## src/rtl/tick_led_sequencer.sv

```systemverilog
// tick_led_sequencer: bounces a one-hot LED left and right, one step every HOLD ticks.
module tick_led_sequencer #(
  parameter int WIDTH = 8,
  parameter int HOLD  = 3
) (
  input  logic             clk,
  input  logic             rst_n,
  input  logic             tick,
  input  logic             start,
  input  logic             stop,
  output logic [WIDTH-1:0] led,
  output logic             busy,
  output logic             wrap
);
  typedef enum logic [1:0] {IDLE = 2'd0, LEFT = 2'd1, RIGHT = 2'd2} state_t;
  state_t           r_state;
  logic [WIDTH-1:0] r_led;
  logic             r_busy;
  logic             r_wrap;
  logic [7:0]       r_cnt;
  logic             w_step;
  assign w_step = tick && (r_cnt == 8'(HOLD - 1));
  assign led    = r_led;
  assign busy   = r_busy;
  assign wrap   = r_wrap;
  always_ff @(posedge clk or negedge rst_n) begin
    if (!rst_n) begin
      r_state <= IDLE;
      r_led   <= '0;
      r_busy  <= 1'b0;
      r_wrap  <= 1'b0;
      r_cnt   <= '0;
    end else if (stop) begin
      r_state <= IDLE;
      r_led   <= '0;
      r_busy  <= 1'b0;
      r_wrap  <= 1'b0;
      r_cnt   <= '0;
    end else begin
      case (r_state)
        IDLE: begin
          r_state <= start ? LEFT : IDLE;
          r_led   <= start ? WIDTH'(1) : '0;
          r_busy  <= start;
          r_wrap  <= 1'b0;
          r_cnt   <= '0;
        end
        LEFT: begin
          r_wrap <= w_step && r_led[WIDTH-1];
          if (tick) r_cnt <= w_step ? 8'd0 : r_cnt + 8'd1;
          if (w_step) begin
            r_state <= r_led[WIDTH-1] ? RIGHT : LEFT;
            r_led   <= r_led[WIDTH-1] ? WIDTH'(1) << (WIDTH - 2) : r_led << 1;
          end
        end
        RIGHT: begin
          r_wrap <= w_step && r_led[0];
          if (tick) r_cnt <= w_step ? 8'd0 : r_cnt + 8'd1;
          if (w_step) begin
            r_state <= r_led[0] ? LEFT : RIGHT;
            r_led   <= r_led[0] ? WIDTH'(2) : r_led >> 1;
          end
        end
        default: begin
          r_state <= IDLE;
          r_led   <= '0;
          r_busy  <= 1'b0;
          r_wrap  <= 1'b0;
          r_cnt   <= '0;
        end
      endcase
    end
  end
endmodule
```

## config.mk

```make
export PLATFORM = sky130hd
export DESIGN_NAME = tick_led_sequencer
export DESIGN_NICKNAME = d
export VERILOG_FILES = /design/src/rtl/tick_led_sequencer.sv
export SDC_FILE = /design/constraint.sdc
export NUM_CORES = 1
export LEC_CHECK = 0
export ABC_CLOCK_PERIOD_IN_PS = 1860
export CAP_MARGIN = 20
export CORE_MARGIN = 2
export CORE_UTILIZATION = 40
export DETAILED_ROUTE_END_ITERATION = 7
export HOLD_SLACK_MARGIN = 0.1
export SYNTH_ARGS = -nofsm -noshare
export SYNTH_HDL_FRONTEND = slang
export SYNTH_SLANG_ARGS = --single-unit
```

## constraint.sdc

```tcl
create_clock -name clk -period 1.86 [get_ports clk]
set_input_delay 0.372 -clock clk [delete_from_list [all_inputs] [get_ports clk]]
set_output_delay 0.372 -clock clk [all_outputs]
set_load 0.01 [all_outputs]
```

==> flow_metrics.tcl, run 1 <==
set metrics [dict create \
    critical-path-max-stage-delay_ns 0.47 \
    number_of_max_slew_violations_in_the_final_report 0 \
    gr-total-overflow 0 \
    num_antenna_cells 0 \
    first_pass_iters 4 \
    dp_hpwl_um 1670 \
    path_class "reg2reg" \
    power_density_nw_per_um2 651 \
    core_region_area_sq_um 2710 \
    tightest_slew_ns 0.347 \
    vdd_ir_drop_max_uv 619 \
    ant_nets 0 \
    vias_per_cell 5.56 \
    cp.buffers_inverters 2 \
    synthesis.nets 118 \
    place.detailed.instances 163 \
    netlist.top_cell.by_area "dfrtp_1" \
    gp_congestion 0.842 \
    crit_path_cell_trace "inv_2, ha_4, or4b_4, o221ai_4, buf_12, mux2_4" \
    data_required_time_at_the_worst_endpoint_ns 2.05 \
    postSynthCellCount 107 \
    area_share_of_the_largest_cell_type_after_synthesis 0.446 \
    hp-class "in2async" \
    finalWirelength_um 2460 \
    final_layout_size_suffix_gt1_frac 0.254 \
    hold_viol 0 \
    violations "negative setup slack" \
    setup_ws_ns -0.0426 \
    timing.critical_path.fanout_max 5 \
    post-route-min-period_ns 1.90 \
    rsz_0062_raised_after_global_routing "yes" \
    clkSinkCount 20 \
    cts.path.max_buffers 2 \
    detail_route.iter0.violations 31 \
    drv.max_cap_violation_count 0 \
    global_route_wire_length_before_repair_um 4180 \
    fin_setup_tns_ns -0.271 \
    die_x_um 57.0 \
    timing.critical_path.from "r_cnt[0]$_DFFE_PN0P_" \
    critPathCaptureType "flop" \
    h-tree-depth 1 \
    yosysSeqAreaShare 0.446 \
    avgSynthCellArea_sq_um 10.5 \
    cellLeakagePower_nw 0.678 \
    floorplan.io_pins 15 \
    final_core_utilization 0.570 \
    grt_antenna_before_repair 0 \
    fin_worst_hold_slack_ns 0.390 \
    grt_util_all_layers 0.166 \
    fin_worst_skew_ns 0.00731 \
    instances_no_fill 169 \
    tritoncts "done" \
    syn_area_sq_um 1120 \
    startpoint_type "flop" \
    floorplan.die_area_sq_um 3250 \
    clk_transition_reported_paths_ns 0.12 \
    synth_cell_type_count 30 \
    final_common_cell "dfrtp_1" \
    grt_pass1_vias 894 \
    post-route-cell-area_sq_um 1550 \
    outcome "finished with violations" \
    floorplan.initialDensity 0.414 \
    period_share 1.02 \
    worst_slew_margin_rel 0.769 \
    critical-path-top-delay-family "simple AND/OR/NAND/NOR gates" \
    floorplan.rows 19 \
    clk_lat_worst_skew_ns 0.30 \
    ys_warn_count 0 \
    worstReg2RegStart "r_cnt[0]$_DFFE_PN0P_" \
    postPlaceCellArea_sq_um 1410 \
    layout.nets 150 \
    drc_violations_left 0 \
    slowest_stage_cell_on_the_critical_path "or4b_4" \
    post_drt_wl_per_cell_um 14.6 \
    filler_cell_count 239 \
    ys_seq_elements 20 \
    commonest_non_fill_non_tap_cells_in_the_layout "dfrtp_1, clkdlybuf4s50_1, buf_4" \
    clock-root-buffer "clkbuf_4" \
    port-buffer-count 14 \
    cp_data_arrival_time_ns 2.09 \
    report.final.setup_viol 9 \
    pin_count_of_the_biggest_net_entering_global_routing 21 \
    cts_bufs_inserted 3 \
    peak_clock_frequency_supported_by_timing_ghz 0.526 \
    die_y_um 57.0 \
    route.vias.total 940 \
    post_synth_main_area_contributors "dfrtp_1, mux2_2, ha_1, a21oi_1, a22o_1" \
    layout-area-overhead-vs-synth_pct 37.7 \
]
[cell families after synthesis]
kind of cell             count (synthesis)  share of synthesized area
AO/OA/AOI/OAI                           23                      0.148
multiplexers                            10                     0.0992
AND/OR/NAND/NOR                         35                      0.178
XOR/XNOR                                 3                     0.0234
adder cells (fa/ha/maj)                  6                     0.0669
buffers and inverters                   10                     0.0379
flip-flops                              20                      0.446
[final cells by class]
class / count / area, sq um / area share
Multi-Input combinational cell: 77 / 634 / 0.411
Tap cell: 31 / 38.8 / 0.0251
Inverter: 7 / 26.3 / 0.0170
Sequential cell: 20 / 500 / 0.324
Clock buffer: 3 / 22.5 / 0.0146
Timing Repair Buffer: 30 / 293 / 0.189
Clock inverter: 1 / 30.0 / 0.0194
[state kept, by name (all words and copies together), names as in the netlist]
| signal | count |
|---|---|
| busy | 1 |
| led | 8 |
| r_state | 2 |
| wrap | 1 |
| r_cnt | 8 |
[stage by stage]
step | total power, W | setup slack [ns]
5_1_grt | 0.00104 | -0.0847
2_1_floorplan | 0.000552 | -0.0547
4_1_cts | 0.00102 | -0.0449
3_5_place_dp | 0.000629 | -0.301
3_3_place_gp | 0.000628 | -0.286
6_report | 0.00101 | -0.0426
[timing repair]
action                                 in CTS  in global routing
hold buffers                                0                  0
gates cloned                                1                  0
pin swaps                                   2                  0
endpoints found under the hold margin       0                  0
setup buffers                               0                  1
setup endpoints to repair                   9                 10
gates resized for setup                    14                  1
[synth_stat cells (all sizes together)]
master	instances
or2	1
a2111oi	1
xor2	3
dfrtp	20
o21a	1
o221ai	1
nand2b	4
nand3b	2
a31oi	1
a21oi	8
a22o	4
o21ai	4
or4b	2
nor2	3
mux2i	1
mux2	9
o211ai	1
nand2	8
nor3	3
buf	2
nor2b	1
inv	7
nand3	2
nand4	4
nor4b	2
a211oi	2
ha	6
clkbuf	1
or3	3
[metal layers]
metal	track usage	share of wire	wire length (um)	vias to the layer above
li1	-	-	-	455
met1	0.224	0.47	1170	460
met2	0.264	0.48	1180	21
met3	0.0227	0.033	81	4
met4	0.0764	0.014	35	0
met5	0	0	0	-
[path summary, 6_finish.rpt]
kind,end,cells after the start,slack [ns]
setup / recovery,led[4]$_DFFE_PN0P_,6,-0.04
hold / removal,led[7]$_DFFE_PN0P_,2,0.39
setup reg to reg,led[4]$_DFFE_PN0P_,6,-0.04
hold reg to reg,r_cnt[7]$_DFFE_PN0P_,2,0.58
max in group asynchronous,r_cnt[6]$_DFFE_PN0P_,2,1.25
min in group clk,r_cnt[7]$_DFFE_PN0P_,2,0.58
[power by group]
group / total [W] / internal, W / switching, W
Clock: 0.000356 / 0.000218 / 0.000139
Combinational: 0.000190 / 0.000102 / 0.0000874
Sequential: 0.000459 / 0.000446 / 0.0000130
Power figures use the tool's default switching activity.
==> run 2: changes to the inputs <==
CAP_MARGIN = 0   (was 20)
GPL_TIMING_DRIVEN = 0   (was unset)
==> run 2 against run 1 <==
Against the previous run:
- the run still ends with negative setup slack left
- global-route usage decreased by 0.83 points
- sequential power about the same
- setup slack improved by 0.0014 ns
- non-clock buffer count decreased by 4
- critical path depth unchanged
- sequential cell count unchanged
- final cell count decreased by 2.4%
- combinational power decreased by 9%
- die area unchanged
- total power decreased by 11%
- critical path type unchanged
- critical endpoint is now led[2]$_DFFE_PN0P_
- highest routed layer unchanged
==> flow_metrics.tcl, run 2 (synthesis results as in run 1) <==
set metrics [dict create \
    outcome "finished with violations" \
    violations "negative setup slack" \
    hold_path_depth 3 \
    worst_slew_margin_rel 0.384 \
    hold_start "tick" \
    drv.max_cap_violation_count 0 \
    filler_cell_count 233 \
    power_density_nw_per_um2 603 \
    ff2ff_path_depth 6 \
    critical-path-max-stage-delay_ns 0.48 \
    met3_wirelength_um 69 \
    slowest_stage_cell_on_the_critical_path "or4b_4" \
    core_region_area_sq_um 2710 \
    first_pass_iters 4 \
    hold_viol 0 \
    grt_pass1_vias 858 \
    fin_setup_tns_ns -0.270 \
    grt_antenna_before_repair 0 \
    fin_worst_skew_ns 0.00292 \
    combinationalPowerShare 0.192 \
    clk_lat_worst_skew_ns 0.30 \
    port-buffer-count 13 \
    tritoncts "done" \
    power.net_switching_w 0.000238 \
    clock-root-buffer "clkbuf_4" \
    gr-total-overflow 0 \
    critical_path_depth 6 \
    path_class "reg2reg" \
    fin_total_pwr_w 0.000893 \
    layout-area-overhead-vs-synth_pct 31.9 \
    dp_hpwl_um 1540 \
    floorplan.rows 19 \
    period_share 1.02 \
    wl_met2_um 1110 \
    finalWirelength_um 2390 \
    final_core_utilization 0.546 \
    route.vias.total 901 \
    p_clk_frac 0.291 \
    die_x_um 57.0 \
    worstReg2RegStart "r_cnt[0]$_DFFE_PN0P_" \
    ant_nets 0 \
    cts-hold-fix-buffers 0 \
    multiInputGateArea_sq_um 634 \
    pin_count_of_the_biggest_net_entering_global_routing 21 \
    final_common_cell "dfrtp_1" \
    detail_route.iter0.violations 39 \
    cp_data_arrival_time_ns 2.10 \
    startpoint_type "flop" \
    seqPwrFrac 0.516 \
    critical-path-top-delay-family "simple AND/OR/NAND/NOR gates" \
    floorplan.io_pins 15 \
    floorplan.die_area_sq_um 3250 \
    post-route-min-period_ns 1.90 \
    p_sw_frac 0.267 \
    cts_bufs_inserted 3 \
    vias_per_cell 5.46 \
    grt_util_all_layers 0.157 \
    num_antenna_cells 0 \
    tightest_slew_ns 0.922 \
    layout.nets 146 \
    p_int_w 0.000654 \
    clk_transition_reported_paths_ns 0.11 \
    peak_clock_frequency_supported_by_timing_ghz 0.526 \
    floorplan.initialDensity 0.414 \
    register_area_sq_um 500 \
    drc_violations_left 0 \
    timing.critical_path.fanout_max 8 \
    number_of_max_slew_violations_in_the_final_report 0 \
    commonest_non_fill_non_tap_cells_in_the_layout "dfrtp_1, clkdlybuf4s50_1, buf_4" \
    routed.top_layer "met4" \
    die_y_um 57.0 \
    crit_path_cell_trace "inv_2, ha_1, or4b_4, o221ai_4, buf_12, mux2_4" \
    vdd_ir_drop_max_uv 537 \
    hp-class "in2reg" \
    critPathCaptureType "flop" \
    global_route_wire_length_before_repair_um 3950 \
    setup_ws_ns -0.0412 \
    h-tree-depth 1 \
    final_layout_size_suffix_gt1_frac 0.231 \
    report.final.setup_viol 8 \
    data_required_time_at_the_worst_endpoint_ns 2.06 \
    met1_length_um 1170 \
    cts.path.max_buffers 2 \
    post_drt_wl_per_cell_um 14.5 \
    gp_congestion 0.738 \
    rsz_0062_raised_after_global_routing "yes" \
    timing.critical_path.from "r_cnt[0]$_DFFE_PN0P_" \
    cellLeakagePower_nw 0.638 \
    cp.buffers_inverters 2 \
    clkSinkCount 20 \
]
==> run 2: power groups by stage <==
stage | sequential, W | clock, W | combinational [W]
detailed placement | 0.000469 | 0 | 0.000132
finish | 0.000461 | 0.000260 | 0.000172
global route | 0.000463 | 0.000287 | 0.000187
floorplan | 0.000469 | 0 | 0.0000826
CTS | 0.000460 | 0.000276 | 0.000156
global placement | 0.000469 | 0 | 0.000131
==> run 2: worst reg2reg max path: stages, from the launching register on <==
cell	delay, ns
dfrtp_1	0.41
inv_2	0.07
ha_1	0.13
or4b_4	0.48
o221ai_4	0.23
buf_12	0.17
mux2_4	0.30
==> run 2: worst paths after layout <==
kind	to	slack (ns)
min reg2reg	r_cnt[7]$_DFFE_PN0P_	0.57
max	led[2]$_DFFE_PN0P_	-0.04
min	r_cnt[0]$_DFFE_PN0P_	0.39
min in group asynchronous	led[5]$_DFFE_PN0P_	0.57
max in group asynchronous	r_cnt[0]$_DFFE_PN0P_	0.73
max reg2reg	led[2]$_DFFE_PN0P_	-0.04
==> run 2: routing by layer <==
layer / vias to the layer above / track usage
met2: 14 / 0.241
li1: 448 / -
met1: 435 / 0.222
met3: 4 / 0.0227
met4: 0 / 0.0698
met5: - / 0
==> run 2: per-stage QoR <==
| stage | std cells | area [sq um] | setup WS (ns) | hold WS [ns] |
|---|---|---|---|---|
| CTS | 162 | 1420 | -0.00249 | 0.373 |
| global route | 165 | 1480 | -0.0871 | 0.395 |
| floorplan | 107 | 1130 | -0.0547 | 0.0764 |
| detailed placement | 151 | 1290 | -0.248 | 0.552 |
| finish | 165 | 1480 | -0.0412 | 0.387 |
| global placement | 151 | 1290 | -0.215 | 0.535 |
==> run 2: final cells by class <==
cell class | count | share of cell area
Multi-Input combinational cell | 77 | 0.429
Sequential cell | 20 | 0.338
Timing Repair Buffer | 23 | 0.150
Tap cell | 31 | 0.0262
Clock buffer | 4 | 0.0245
Inverter | 7 | 0.0178
Buffer | 3 | 0.0152
==> run 2: timing repair <==
item	4_1_cts	5_1_grt
gates resized for setup	5	10
pin swaps	2	1
endpoints found under the setup margin	10	10
buffers inserted	7	3
==> run 3: changes to the inputs <==
ABC_CLOCK_PERIOD_IN_PS = 2120   (was 1860)
clock period = 2.12 ns   (was 1.86 ns; I/O delays follow)
==> run 3 against run 2 <==
Against the previous run:
- the run now ends clean
- final cell count fell by 5.5%
- maximum frequency fell by 5.3%
- sequential share of layout area rose by 3.1 points
- clock-buffer cell count fell by 1
- via count fell by 2.2%
- wire length fell by 5.7%
- die area did not move
- total power fell by 20%
- core utilization fell by 4.5 points
- clock skew rose by 0.0055 ns
- critical path depth did not move
- critical endpoint unchanged
- highest routed layer unchanged
==> flow_metrics.tcl, run 3 (synthesis results as in run 1) <==
set metrics [dict create \
    number_of_max_slew_violations_in_the_final_report 0 \
    post-route-min-period_ns 2.01 \
    dp_slack_ns -0.0490 \
    layout-area-overhead-vs-synth_pct 21.0 \
    detail_route.iter0.violations 24 \
    timing.critical_path.fanout_max 9 \
    worst_r2r_endpoint "led[2]$_DFFE_PN0P_" \
    grt_pass1_vias 858 \
    register_area_sq_um 500 \
    worst_slew_margin_rel 0.393 \
    report.final.setup_viol 0 \
    path_class "reg2reg" \
    grt_antenna_before_repair 0 \
    ff2ff_path_depth 6 \
    final_layout_size_suffix_gt1_frac 0.168 \
    outcome "complete, no violations" \
    num_antenna_cells 0 \
    min_to "r_cnt[0]$_DFFE_PN0P_" \
    h-tree-depth 1 \
    clkSinkCount 20 \
    final_common_cell "dfrtp_1" \
    cp_data_arrival_time_ns 2.20 \
    hold_path_depth 3 \
    global_route_wire_length_before_repair_um 3970 \
    floorplan.die_area_sq_um 3250 \
    drv.max_cap_violation_count 0 \
    die_x_um 57.0 \
    gp_congestion 0.738 \
    cellLeakagePower_nw 0.561 \
    startpoint_type "flop" \
    hold_start "tick" \
    fin_worst_skew_ns 0.00845 \
    vias_per_cell 5.65 \
    cts_bufs_inserted 3 \
    r2r_setup_slack_ns 0.11 \
    port-buffer-count 13 \
    floorplan.rows 19 \
    ant_nets 0 \
    power_density_nw_per_um2 526 \
    setup_ws_ns 0.113 \
    floorplan.io_pins 15 \
    peak_clock_frequency_supported_by_timing_ghz 0.498 \
    route.vias.total 881 \
    period_share 0.947 \
    floorplan.initialDensity 0.414 \
    dp_hpwl_um 1620 \
    clk_transition_reported_paths_ns 0.10 \
    pin_count_of_the_biggest_net_entering_global_routing 21 \
    die_y_um 57.0 \
    multiInputGateArea_sq_um 596 \
    tightest_slew_ns 0.908 \
    drc_violations_left 0 \
    gr-total-overflow 0 \
    critPathCaptureType "flop" \
    instances_no_fill 156 \
    place.detailed.instances 151 \
    commonest_non_fill_non_tap_cells_in_the_layout "dfrtp_1, clkdlybuf4s50_1, mux2_2" \
    tritoncts "done" \
    hold_viol 0 \
    filler_cell_count 261 \
    finalWirelength_um 2260 \
    vdd_ir_drop_max_uv 326 \
    data_required_time_at_the_worst_endpoint_ns 2.31 \
    grt_util_all_layers 0.156 \
    clock-root-buffer "clkbuf_4" \
    post_drt_wl_per_cell_um 14.5 \
    clk_lat_worst_skew_ns 0.30 \
    layout.nets 138 \
    rsz_0062_raised_after_global_routing "no" \
    hp-class "in2reg" \
    core_region_area_sq_um 2710 \
    worstReg2RegStart "r_cnt[0]$_DFFE_PN0P_" \
    cts-hold-fix-buffers 0 \
    first_pass_iters 4 \
    cts.path.max_buffers 2 \
]
run 3: critical path: stages (launching register included):
cell,delay (ns)
dfrtp_1,0.45
inv_1,0.10
ha_1,0.13
or4b_4,0.51
o221ai_4,0.22
buf_12,0.16
mux2_2,0.33
run 3: worst max-delay path by stage:
stage	slack [ns]	endpoint	startpoint
2_1_floorplan	0.18	led[0]$_DFFE_PN0P_	r_cnt[0]$_DFFE_PN0P_
3_3_place_gp	-0.005	led[3]$_DFFE_PN0P_	stop
3_5_place_dp	-0.05	led[5]$_DFFE_PN0P_	stop
4_1_cts	0.007	led[5]$_DFFE_PN0P_	r_cnt[0]$_DFFE_PN0P_
5_1_grt	0.04	led[3]$_DFFE_PN0P_	r_cnt[0]$_DFFE_PN0P_
6_report	0.11	led[2]$_DFFE_PN0P_	r_cnt[0]$_DFFE_PN0P_
run 3: stage by stage:
stage               setup TNS [ns]   util  hold WS, ns  cell area (sq um)  power [W]
detailed placement          -0.237  0.476        0.547               1290   0.000530
CTS                              0  0.495        0.441               1340   0.000726
global placement          -0.00880  0.476        0.535               1290   0.000526
floorplan                        0      -        0.128               1120   0.000484
global route                     0  0.501        0.467               1360   0.000753
finish                           0  0.501        0.455               1360   0.000714
run 3: area by class of cell:
class                           count  area share
Clock buffer                        3      0.0166
Tap cell                           31      0.0286
Buffer                              3      0.0120
Multi-Input combinational cell     77       0.439
Sequential cell                    20       0.369
Timing Repair Buffer               15       0.116
Inverter                            7      0.0194
run 3: layer usage:
| metal | global-route usage | part of all wire |
|---|---|---|
| met1 | 0.217 | 0.49 |
| met2 | 0.241 | 0.46 |
| met3 | 0.0227 | 0.036 |
| met4 | 0.0698 | 0.0080 |
| met5 | 0 | 0 |
run 3: what timing repair did:
item	in CTS	in global routing
setup endpoints to repair	9	9
gates resized for setup	0	3
cloned	0	0
pin swaps	1	0
setup buffers	2	0
run 3: power breakdown:
group	internal (W)	total (W)	switching, W
registers	0.000392	0.000405	0.0000133
logic	0.0000638	0.000129	0.0000655
clock network	0.0000662	0.000180	0.000114
